--- config.mk ---
export PLATFORM = sky130hd
export DESIGN_NAME = dram_ctrl
export DESIGN_NICKNAME = d
export VERILOG_FILES = /design/src/rtl/dram_ctrl.sv
export SDC_FILE = /design/constraint.sdc
export NUM_CORES = 1
export LEC_CHECK = 0
export BUFFER_PORTS_ARGS = -buffer_cell sky130_fd_sc_hd__buf_2
export CAP_MARGIN = 20
export CORE_ASPECT_RATIO = 1.2
export CORE_MARGIN = 2
export CORE_UTILIZATION = 57
export DETAILED_ROUTE_END_ITERATION = 7
export PLACE_DENSITY = 0.83
export SLEW_MARGIN = 15
export SYNTH_ARGS = -nofsm -noshare
export SYNTH_HDL_FRONTEND = slang
export SYNTH_SLANG_ARGS = --single-unit
--- constraint.sdc ---
create_clock -name clk -period 3.47 [get_ports clk]
set_input_delay 0 -clock clk [delete_from_list [all_inputs] [get_ports clk]]
set_output_delay 0 -clock clk [all_outputs]
set_load 0.05 [all_outputs]
--- src/rtl/dram_ctrl.sv ---
// Purpose: RAS/CAS/WE/MUX sequencer for the slot-3 main RAM (8x 64Kx1), with an 8-bit refresh row counter.
// Latency: strobes sampled into s_*, RAS falls 2 edges after a start condition; strobes inactive 2 edges after nmreq rises.
// Backpressure: none; the Z80 bus is sampled every clock and the cycle length follows nmreq.
//
// Ports:
//   clk, nreset                       master clock, async active-low reset
//   nmreq, nrd, nwr, nrfsh, nsltsl3   Z80 strobes and slot-3 select (active-low)
//   addr[15:0]                        Z80 address bus (row = [7:0], column = [15:8])
//   nras, ncas, nwe, mux              registered DRAM strobes / address-phase select
//   dram_addr[7:0]                    multiplexed DRAM address
//   ref_row[7:0]                      refresh row counter (all 256 rows)
module dram_ctrl #(
  parameter int TRP      = 2,  // precharge cycles, >= 1, <= 255
  parameter int TRAS_REF = 3   // minimum RAS-low cycles in refresh, >= 1, <= 255
) (
  input  logic        clk,
  input  logic        nreset,
  input  logic        nmreq,
  input  logic        nrd,
  input  logic        nwr,
  input  logic        nrfsh,
  input  logic        nsltsl3,
  input  logic [15:0] addr,
  output logic        nras,
  output logic        ncas,
  output logic        nwe,
  output logic        mux,
  output logic [7:0]  dram_addr,
  output logic [7:0]  ref_row
);

  localparam logic [2:0] ST_IDLE = 3'd0;
  localparam logic [2:0] ST_ROW  = 3'd1;
  localparam logic [2:0] ST_COL  = 3'd2;
  localparam logic [2:0] ST_CAS  = 3'd3;
  localparam logic [2:0] ST_REF  = 3'd4;
  localparam logic [2:0] ST_PRE  = 3'd5;

  logic [2:0]  state;
  logic [7:0]  cyc_cnt;  // RAS-low cycles in REF, elapsed cycles in PRE
  logic        s_nmreq, s_nrd, s_nwr, s_nrfsh, s_nsltsl3;
  logic [15:0] s_addr;

  // Refresh drives the internal row counter: the Z80 refresh address only spans 128 rows.
  always_comb begin
    dram_addr = s_addr[7:0];
    if (state == ST_REF)
      dram_addr = ref_row;
    else if (mux)
      dram_addr = s_addr[15:8];
  end

  always_ff @(posedge clk or negedge nreset) begin
    if (!nreset) begin
      s_nmreq   <= 1'b1;
      s_nrd     <= 1'b1;
      s_nwr     <= 1'b1;
      s_nrfsh   <= 1'b1;
      s_nsltsl3 <= 1'b1;
      s_addr    <= 16'h0000;
      state     <= ST_IDLE;
      cyc_cnt   <= 8'd0;
      nras      <= 1'b1;
      ncas      <= 1'b1;
      nwe       <= 1'b1;
      mux       <= 1'b0;
      ref_row   <= 8'd0;
    end else begin
      s_nmreq   <= nmreq;
      s_nrd     <= nrd;
      s_nwr     <= nwr;
      s_nrfsh   <= nrfsh;
      s_nsltsl3 <= nsltsl3;
      s_addr    <= addr;

      case (state)
        ST_IDLE: begin
          // Refresh wins over a slot-3 access; the cycle type is locked in here.
          if (!s_nmreq && !s_nrfsh) begin
            state   <= ST_REF;
            nras    <= 1'b0;
            ncas    <= 1'b1;
            mux     <= 1'b0;
            cyc_cnt <= 8'd1;
          end else if (!s_nmreq && !s_nsltsl3) begin
            state <= ST_ROW;
            nras  <= 1'b0;
            mux   <= 1'b0;
          end
        end

        ST_ROW: begin
          state <= ST_COL;
          mux   <= 1'b1;
        end

        ST_COL: begin
          if (s_nmreq) begin
            state   <= ST_PRE;
            nras    <= 1'b1;
            ncas    <= 1'b1;
            nwe     <= 1'b1;
            mux     <= 1'b0;
            cyc_cnt <= 8'd1;
          end else if (!s_nrd || !s_nwr) begin
            // Early write: WE settles together with CAS. RD+WR both low is taken as a write.
            state <= ST_CAS;
            ncas  <= 1'b0;
            nwe   <= s_nwr;
          end
        end

        ST_CAS: begin
          if (s_nmreq) begin
            state   <= ST_PRE;
            nras    <= 1'b1;
            ncas    <= 1'b1;
            nwe     <= 1'b1;
            mux     <= 1'b0;
            cyc_cnt <= 8'd1;
          end
        end

        ST_REF: begin
          if (cyc_cnt >= 8'(TRAS_REF) && s_nmreq) begin
            state   <= ST_PRE;
            nras    <= 1'b1;
            ncas    <= 1'b1;
            nwe     <= 1'b1;
            mux     <= 1'b0;
            cyc_cnt <= 8'd1;
            ref_row <= ref_row + 8'd1;
          end else if (cyc_cnt < 8'(TRAS_REF)) begin
            cyc_cnt <= cyc_cnt + 8'd1;
          end
        end

        ST_PRE: begin
          if (cyc_cnt >= 8'(TRP))
            state <= ST_IDLE;
          else
            cyc_cnt <= cyc_cnt + 8'd1;
        end

        default: begin
          state <= ST_IDLE;
          nras  <= 1'b1;
          ncas  <= 1'b1;
          nwe   <= 1'b1;
          mux   <= 1'b0;
        end
      endcase
    end
  end

endmodule

==> summary.md, run 1 <==
| Metric | Value |
|---|---|
| # diodes | 0 |
| Minimum clock period after layout | 2.22 ns |
| CP endpoint | ref_row[5]$_DFFE_PN0P_ |
| Critical path cell sequence | or3b_1 > a211oi_4 > and3_4 > nand4_1 > xnor2_1 |
| Routed WL | 4090 um |
| Vias | 1,462 |
| Worst path max stage delay | 0.70 ns |
| Worst Hold Class | in2reg |
| DRC viols | 0 |
| Ys async rst share | 100% |
| WP buf/inv | 0 |
| Vias in the first global route | 1,432 |
| Final period util | 64.1% |
| Synth Flop Type | dfrtp_1 |
| RSZ-0062 raised after global routing | no |
| Final nets | 259 |
| DP Worst Slack | 1.28 ns |
| Slowest CP cell | or3b_1 |
| Ys Warns | 0 |
| Status | completed |
| # setup viols final | 0 |
| GRT busiest layer | met2 |
| Critical setup path kind | reg2reg |
| Wirelength per Cell | 15.1 um |
| Slew Viols, Final | 0 |
| CTS Hold Buffers Added | 22 |
| Stages on worst setup path | 5 |
| Grt ovf | 0 |
| Static leakage | 1.16 nW |
| GR Layer Usage met3 | 5.48% |
| Clock power share | 18.1% |
| CTS tree | done |
| Die Ht | 68.0 um |
| CTS Buf Count | 5 |
| Iteration-0 DRC Markers | 118 |
| Register area share after synthesis | 57.1% |
| Worst Hold Margin | 0.337 ns |
| I/O Buffers | 42 |
| Final setup TNS | 0 ns |
| Die ar. | 0.00390 mm^2 |
| Fin worst setup slack | 1.25 ns |
| Antenna-violating nets left | 0 |
| Layout cells sized above 1 | 28.6% |
| First-pass GRT wire length | 6610 um |
| Min-delay src | addr[8] |
| Area Growth Syn to Fin | 28.4% |
| CP top delay family | simple AND/OR/NAND/NOR gates |
| Logic pwr share | 47.8% |
| Slew @ Worst Pin | 0.947 ns |
| CP required | 3.65 ns |
| Sequential Power Share | 34.1% |
| Io pins | 43 |
| Initial Util | 58.8% |
| Global-route usage over all layers | 23.1% |
| Register bit count reported by yosys | 44 |
| Clk sinks | 44 |
| Syn avg cell area | 11.6 um^2 |
| Mapped Nets | 194 |
| Placeable Area | 0.00331 mm^2 |
| CP max FO | 18 |
| CP startpoint | state[1]$_DFFE_PN0P_ |
| Postcts setup bufs | 0 |
| Register Area | 0.00111 mm^2 |
| Grt met2 use | 41.8% |
| Chip Width | 57.3 um |
| CP Launch Type | flip-flop |
| Area of the multi-input gates | 768 um^2 |
| Fmax | 450 MHz |
| Worst skew pair latency | 0.30 ns |
| Via density | 5.39 |
| Largest net degree at the start of global routing | 45 |
| Unique masters post-synth | 42 |
| Post-Syn Area | 0.00194 mm^2 |
| NetSw | 1.03 mW |
| Clock Skews | 0.00513 ns |
| R2R setup slack | 1.25 ns |
| DRT Pass-1 Iters | 4 |
| P per Cell Area | 875 mW/mm^2 |
| Clk slew on worst S/H paths | 0.08 ns |
| Fill cell count | 214 |
| Met1 GRT Util | 25.6% |
| Row cnt | 23 |
| Reg-to-reg startpoint | state[1]$_DFFE_PN0P_ |
| Net Sw Frac | 47.3% |
| Max-cap viol count | 0 |
| Final Power | 2.19 mW |
| Max-Slew Margin vs Limit | 36.5% |
| Mapped Cells | 168 |
| Gpl congestion | 0.834 |
| CTS H-tree depth | 2 |
| Hold Violations, Final | 0 |
| RR Endpoint | ref_row[5]$_DFFE_PN0P_ |
| Internal Power | 1.15 mW |
| Worst EP arrival | 2.41 ns |
| Worst reg2reg path depth | 5 |
| Longest Clk Path Bufs | 2 |
| Nature of the critical path endpoint | flip-flop |
| DP HPWL | 2710 um |
| Maximum VDD drop | 0.997 mV |
| CTS Root Cell | clkbuf_8 |
| # resized after CTS | 0 |
| EDFF count, synth | 0 |
| Initial antenna violation count | 0 |
[per-layer routing]
layer	share of wire (%)	wire (um)
met1	41	1660
met3	5.2	211
met5	0	0
met2	53	2150
met4	1.5	60
[synth_stat cells, types with 3 or more instances]
cell type	n	area share, %
nor3_1	3	0.77
a221oi_1	3	1.4
nand2_1	6	1.2
a31oi_1	4	1.3
mux2i_1	9	4.6
nor2_1	19	3.7
dfstp_2	8	11
a41oi_1	3	1.4
a21oi_1	15	3.9
inv_1	7	1.4
nand4_1	4	1.3
dfrtp_1	36	46
ha_1	3	1.9
o21ai_0	4	1.0
xnor2_1	6	2.7
[power groups by stage]
stage          registers (mW)  clock network, mW  logic (mW)
2_1_floorplan           0.814                  0       0.756
3_3_place_gp            0.743                  0        1.00
3_5_place_dp            0.750                  0        1.02
4_1_cts                 0.741              0.405        1.04
5_1_grt                 0.760              0.429        1.12
6_report                0.746              0.396        1.04
[placed cells by master (no fill, tap or decap), drive strengths merged, types with 4 or more instances in the layout]
cell / instances
dfrtp: 36
nand2: 6
mux2i: 9
nor2: 19
a21oi: 15
nand4: 4
inv: 8
dfstp: 8
dlygate4sd3: 22
clkbuf: 5
xnor2: 6
a31oi: 4
buf: 42
o21ai: 4
[state kept, by name (all words and copies together) (netlist names)]
register and cells:
s_nwr 1, cyc_cnt 8, mux 1, nras 1, s_addr 16, s_nsltsl3 1
ref_row 8, s_nmreq 1, state 3, ncas 1, s_nrfsh 1, s_nrd 1
nwe 1
[worst min-delay path by stage]
| stage | to | depth (start not counted) | slack, ns |
|---|---|---|---|
| final | s_addr[8]$_DFF_PN0_ | 2 | 0.34 |
| after global routing | s_addr[6]$_DFF_PN0_ | 2 | 0.33 |
| after floorplan | cyc_cnt[0]$_DFFE_PN0P_ | 0 | -0.30 |
| after detailed placement | s_nsltsl3$_DFF_PN1_ | 1 | 0.11 |
| after CTS | s_nsltsl3$_DFF_PN1_ | 2 | 0.33 |
| after global placement | s_nmreq$_DFF_PN1_ | 1 | 0.10 |
[worst register-to-register path: cells and delay by family (launching register included)]
kind,cells,cell delay (ns)
AO/OA/AOI/OAI,1,0.36
XOR/XNOR,1,0.15
flip-flops,1,0.54
AND/OR/NAND/NOR,3,1.06
[final cells by class]
type                    count  area share [%]
repair buffers             64            17.2
clock inverters             3            1.85
flip-flops and latches     44            44.5
well taps                  37            1.85
multi-input cells         111            30.8
clock buffers               5            2.76
inverters                   7            1.05
[cell families (layout without fill, tap and decap cells)]
family                   count (synthesis)  after routing  share of synthesized area, %
multiplexers                            11             11                          5.79
buffers and inverters                   13             79                          3.35
adder cells (fa/ha/maj)                  3              3                          1.93
AO/OA/AOI/OAI                           41             41                          15.0
AND/OR/NAND/NOR                         49             49                          13.6
XOR/XNOR                                 7              7                          3.15
flip-flops                              44             44                          57.1
[through the flow]
step / utilization (%) / area (um^2) / instances
floorplan: - / 1940 / 168
global placement: 65.3 / 2160 / 241
detailed placement: 65.3 / 2160 / 241
CTS: 75.5 / 2500 / 271
global route: 75.5 / 2500 / 271
finish: 75.5 / 2500 / 271
(Power assumes the default switching activity.)
==> inputs of run 2 (changes only) <==
--- a/config.mk
+++ b/config.mk
@@ -9,9 +9,9 @@
 export CAP_MARGIN = 20
 export CORE_ASPECT_RATIO = 1.2
 export CORE_MARGIN = 2
-export CORE_UTILIZATION = 57
+export CORE_UTILIZATION = 53
 export DETAILED_ROUTE_END_ITERATION = 7
-export PLACE_DENSITY = 0.83
+export PLACE_DENSITY = 0.78
 export SLEW_MARGIN = 15
 export SYNTH_ARGS = -nofsm -noshare
 export SYNTH_HDL_FRONTEND = slang
==> constraint.sdc (replaced) <==
create_clock -name clk -period 2.06 [get_ports clk]
set_input_delay 0 -clock clk [delete_from_list [all_inputs] [get_ports clk]]
set_output_delay 0 -clock clk [all_outputs]
set_load 0.05 [all_outputs]
==> summary.md, run 2 (synthesis results as in run 1) <==
| Metric | Value |
|---|---|
| Global-route usage over all layers | 22.6% (-0.45 points) |
| CP Launch Type | flip-flop |
| Largest net degree at the start of global routing | 45 (unchanged) |
| Top reg by flops | s_addr |
| CP max FO | 9 (-9) |
| DRC viols | 0 (unchanged) |
| Io pins | 43 (unchanged) |
| Placeable Area | 0.00357 mm^2 (+8.0%) |
| Minimum clock period after layout | 1.92 ns (-0.304 ns) |
| Reg-to-reg startpoint | state[0]$_DFFE_PN0P_ |
| Worst reg2reg path depth | 6 (+1) |
| CTS tree | done |
| Worst Hold Margin | 0.337 ns (+0.0000630 ns) |
| P per Cell Area | 1480 mW/mm^2 (+69%) |
| Static leakage | 1.21 nW (+4.0%) |
| Final setup TNS | 0 ns (unchanged) |
| Iteration-0 DRC Markers | 68 (-42%) |
| Vias | 1,564 (+7.0%) |
| Nature of the critical path endpoint | flip-flop |
| Hold Violations, Final | 0 (unchanged) |
| Chip Width | 59.3 um (+3.4%) |
| Fmax | 521 MHz (+16%) |
| First-pass GRT wire length | 6880 um (+4.1%) |
| Clk slew on worst S/H paths | 0.08 ns (about the same) |
| CTS H-tree depth | 2 (unchanged) |
| Area Growth Syn to Fin | 32.4% |
| WHS Path Cells | 2 (unchanged) |
| Wirelength per Cell | 15.4 um (+1.9%) |
| Worst Hold Class | in2reg |
| RSZ-0062 raised after global routing | no |
| DRT Pass-1 Iters | 4 (unchanged) |
| Initial Util | 54.4% (-4.3 points) |
| Worst EP arrival | 2.11 ns (-0.30 ns) |
| Max reg flops | 16 (unchanged) |
| Biggest regs | s_addr x16, cyc_cnt x8, ref_row x8 |
| Via density | 5.55 (+2.8%) |
| Slew @ Worst Pin | 0.913 ns (-0.0336 ns) |
| Hold EP | s_addr[3]$_DFF_PN0_ |
| Post-Route Utilization | 72.0% (-3.4 points) |
| Antenna-violating nets left | 0 (unchanged) |
| Gpl congestion | 0.836 (+0.28%) |
| Layout cells sized above 1 | 32.1% (+3.5 points) |
| R2R setup slack | 0.14 ns (-1.11 ns) |
| Clk sinks | 44 (unchanged) |
| Initial antenna violation count | 0 (unchanged) |
| Die Ht | 70.4 um (+3.5%) |
| Max-cap viol count | 0 (unchanged) |
| Final period util | 93.2% (+29 points) |
| Grt ovf | 0 (unchanged) |
| Worst skew pair latency | 0.30 ns (about the same) |
| # diodes | 0 (unchanged) |
| Final nets | 268 (+3.5%) |
| WL met2 | 2260 um (+5.1%) |
| Longest Clk Path Bufs | 2 (unchanged) |
| Critical setup path kind | reg2reg |
| Row cnt | 24 (+4.3%) |
| RR Endpoint | cyc_cnt[7]$_DFFE_PN0P_ |
| # setup viols final | 0 (unchanged) |
| CTS Buf Count | 5 (unchanged) |
| Max-Slew Margin vs Limit | 39.1% (+2.6 points) |
| Vias in the first global route | 1,568 (+9.5%) |
| Clock Skews | 0.00543 ns (+0.000302 ns) |
| DP HPWL | 2920 um (+7.5%) |
| CTS Root Cell | clkbuf_8 |
| Min-delay src | addr[3] |
| DP Worst Slack | 0.136 ns (-1.14 ns) |
| Routed WL | 4340 um (+6.1%) |
| WL met1 | 1730 um (+4.1%) |
| Most common cell after layout, fill and taps aside | buf_2 |
| Met3 WL post-DR | 250 um (+18%) |
| Slew Viols, Final | 0 (unchanged) |
| I/O Buffers | 42 (unchanged) |
| Fin worst setup slack | 0.140 ns (-1.11 ns) |
| Fill cell count | 253 (+18%) |
| Final Power | 3.80 mW (+74%) |
| CP required | 2.25 ns (-1.40 ns) |
| Commonest non-fill, non-tap cells in the layout | buf_2, dfrtp_1, dlygate4sd3_1 |
| Die ar. | 0.00417 mm^2 (+7.1%) |
| Maximum VDD drop | 0.725 mV (-27%) |
| Status | completed |
| Max layer used | met4 |
-- run 2: cell types whose count changed in the layout (fill, tap and decap cells not counted), sizes merged --
| cell | before | now |
|---|---|---|
| buf | 42 | 51 |
-- run 2: how the worst max path moves through the flow --
| stage | startpoint | to | slack [ns] | depth (start not counted) |
|---|---|---|---|---|
| 3_5_place_dp | state[1]$_DFFE_PN0P_ | cyc_cnt[1]$_DFFE_PN0P_ | 0.14 | 4 |
| 6_report | state[0]$_DFFE_PN0P_ | cyc_cnt[7]$_DFFE_PN0P_ | 0.14 | 6 |
| 4_1_cts | state[2]$_DFFE_PN0P_ | dram_addr[5] | 0.07 | 4 |
| 2_1_floorplan | mux$_DFFE_PN0P_ | dram_addr[0] | 0.05 | 3 |
| 3_3_place_gp | s_nmreq$_DFF_PN1_ | cyc_cnt[1]$_DFFE_PN0P_ | 0.21 | 4 |
| 5_1_grt | cyc_cnt[1]$_DFFE_PN0P_ | ncas$_DFFE_PN1P_ | 0.03 | 7 |
-- run 2: what timing repair did --
| action | CTS | global route |
|---|---|---|
| endpoints found under the setup margin | 0 | 13 |
| setup buffers | 0 | 1 |
| hold endpoints to repair | 57 | 0 |
| hold buffers | 22 | 0 |
| gates resized for setup | 0 | 2 |
-- run 2: layout make-up --
cell class	instances	area, um^2	share of cell area (%)
Multi-Input combinational cell	111	773	30.0
Tap cell	39	48.8	1.90
Clock buffer	5	68.8	2.67
Inverter	7	26.3	1.02
Timing Repair Buffer	73	498	19.3
Clock inverter	3	46.3	1.80
Sequential cell	44	1110	43.2
-- run 2: metrics by stage --
step / instance area [um^2] / std cells
2_1_floorplan: 1940 / 168
3_3_place_gp: 2220 / 251
3_5_place_dp: 2220 / 251
4_1_cts: 2560 / 281
5_1_grt: 2570 / 282
6_report: 2570 / 282
-- run 2: worst max-delay path: stages, from the launching register on --
cell and delay (ns):
dfrtp_1 0.48, or3b_1 0.47, o32ai_1 0.32, a211oi_2 0.10
buf_4 0.17, a41oi_1 0.21, nor2_1 0.06
-- run 2: report_power, final --
part	internal, mW	total [mW]	switching, mW
sequential	1.03	1.24	0.214
clock	0.365	0.672	0.307
combinational	0.638	1.89	1.25
total	2.03	3.80	1.77
-- run 2: routing by layer --
metal	track usage [%]	up-vias
li1	-	747
met1	24.0	751
met2	38.5	58
met3	7.04	8
met4	12.4	0
met5	0	-
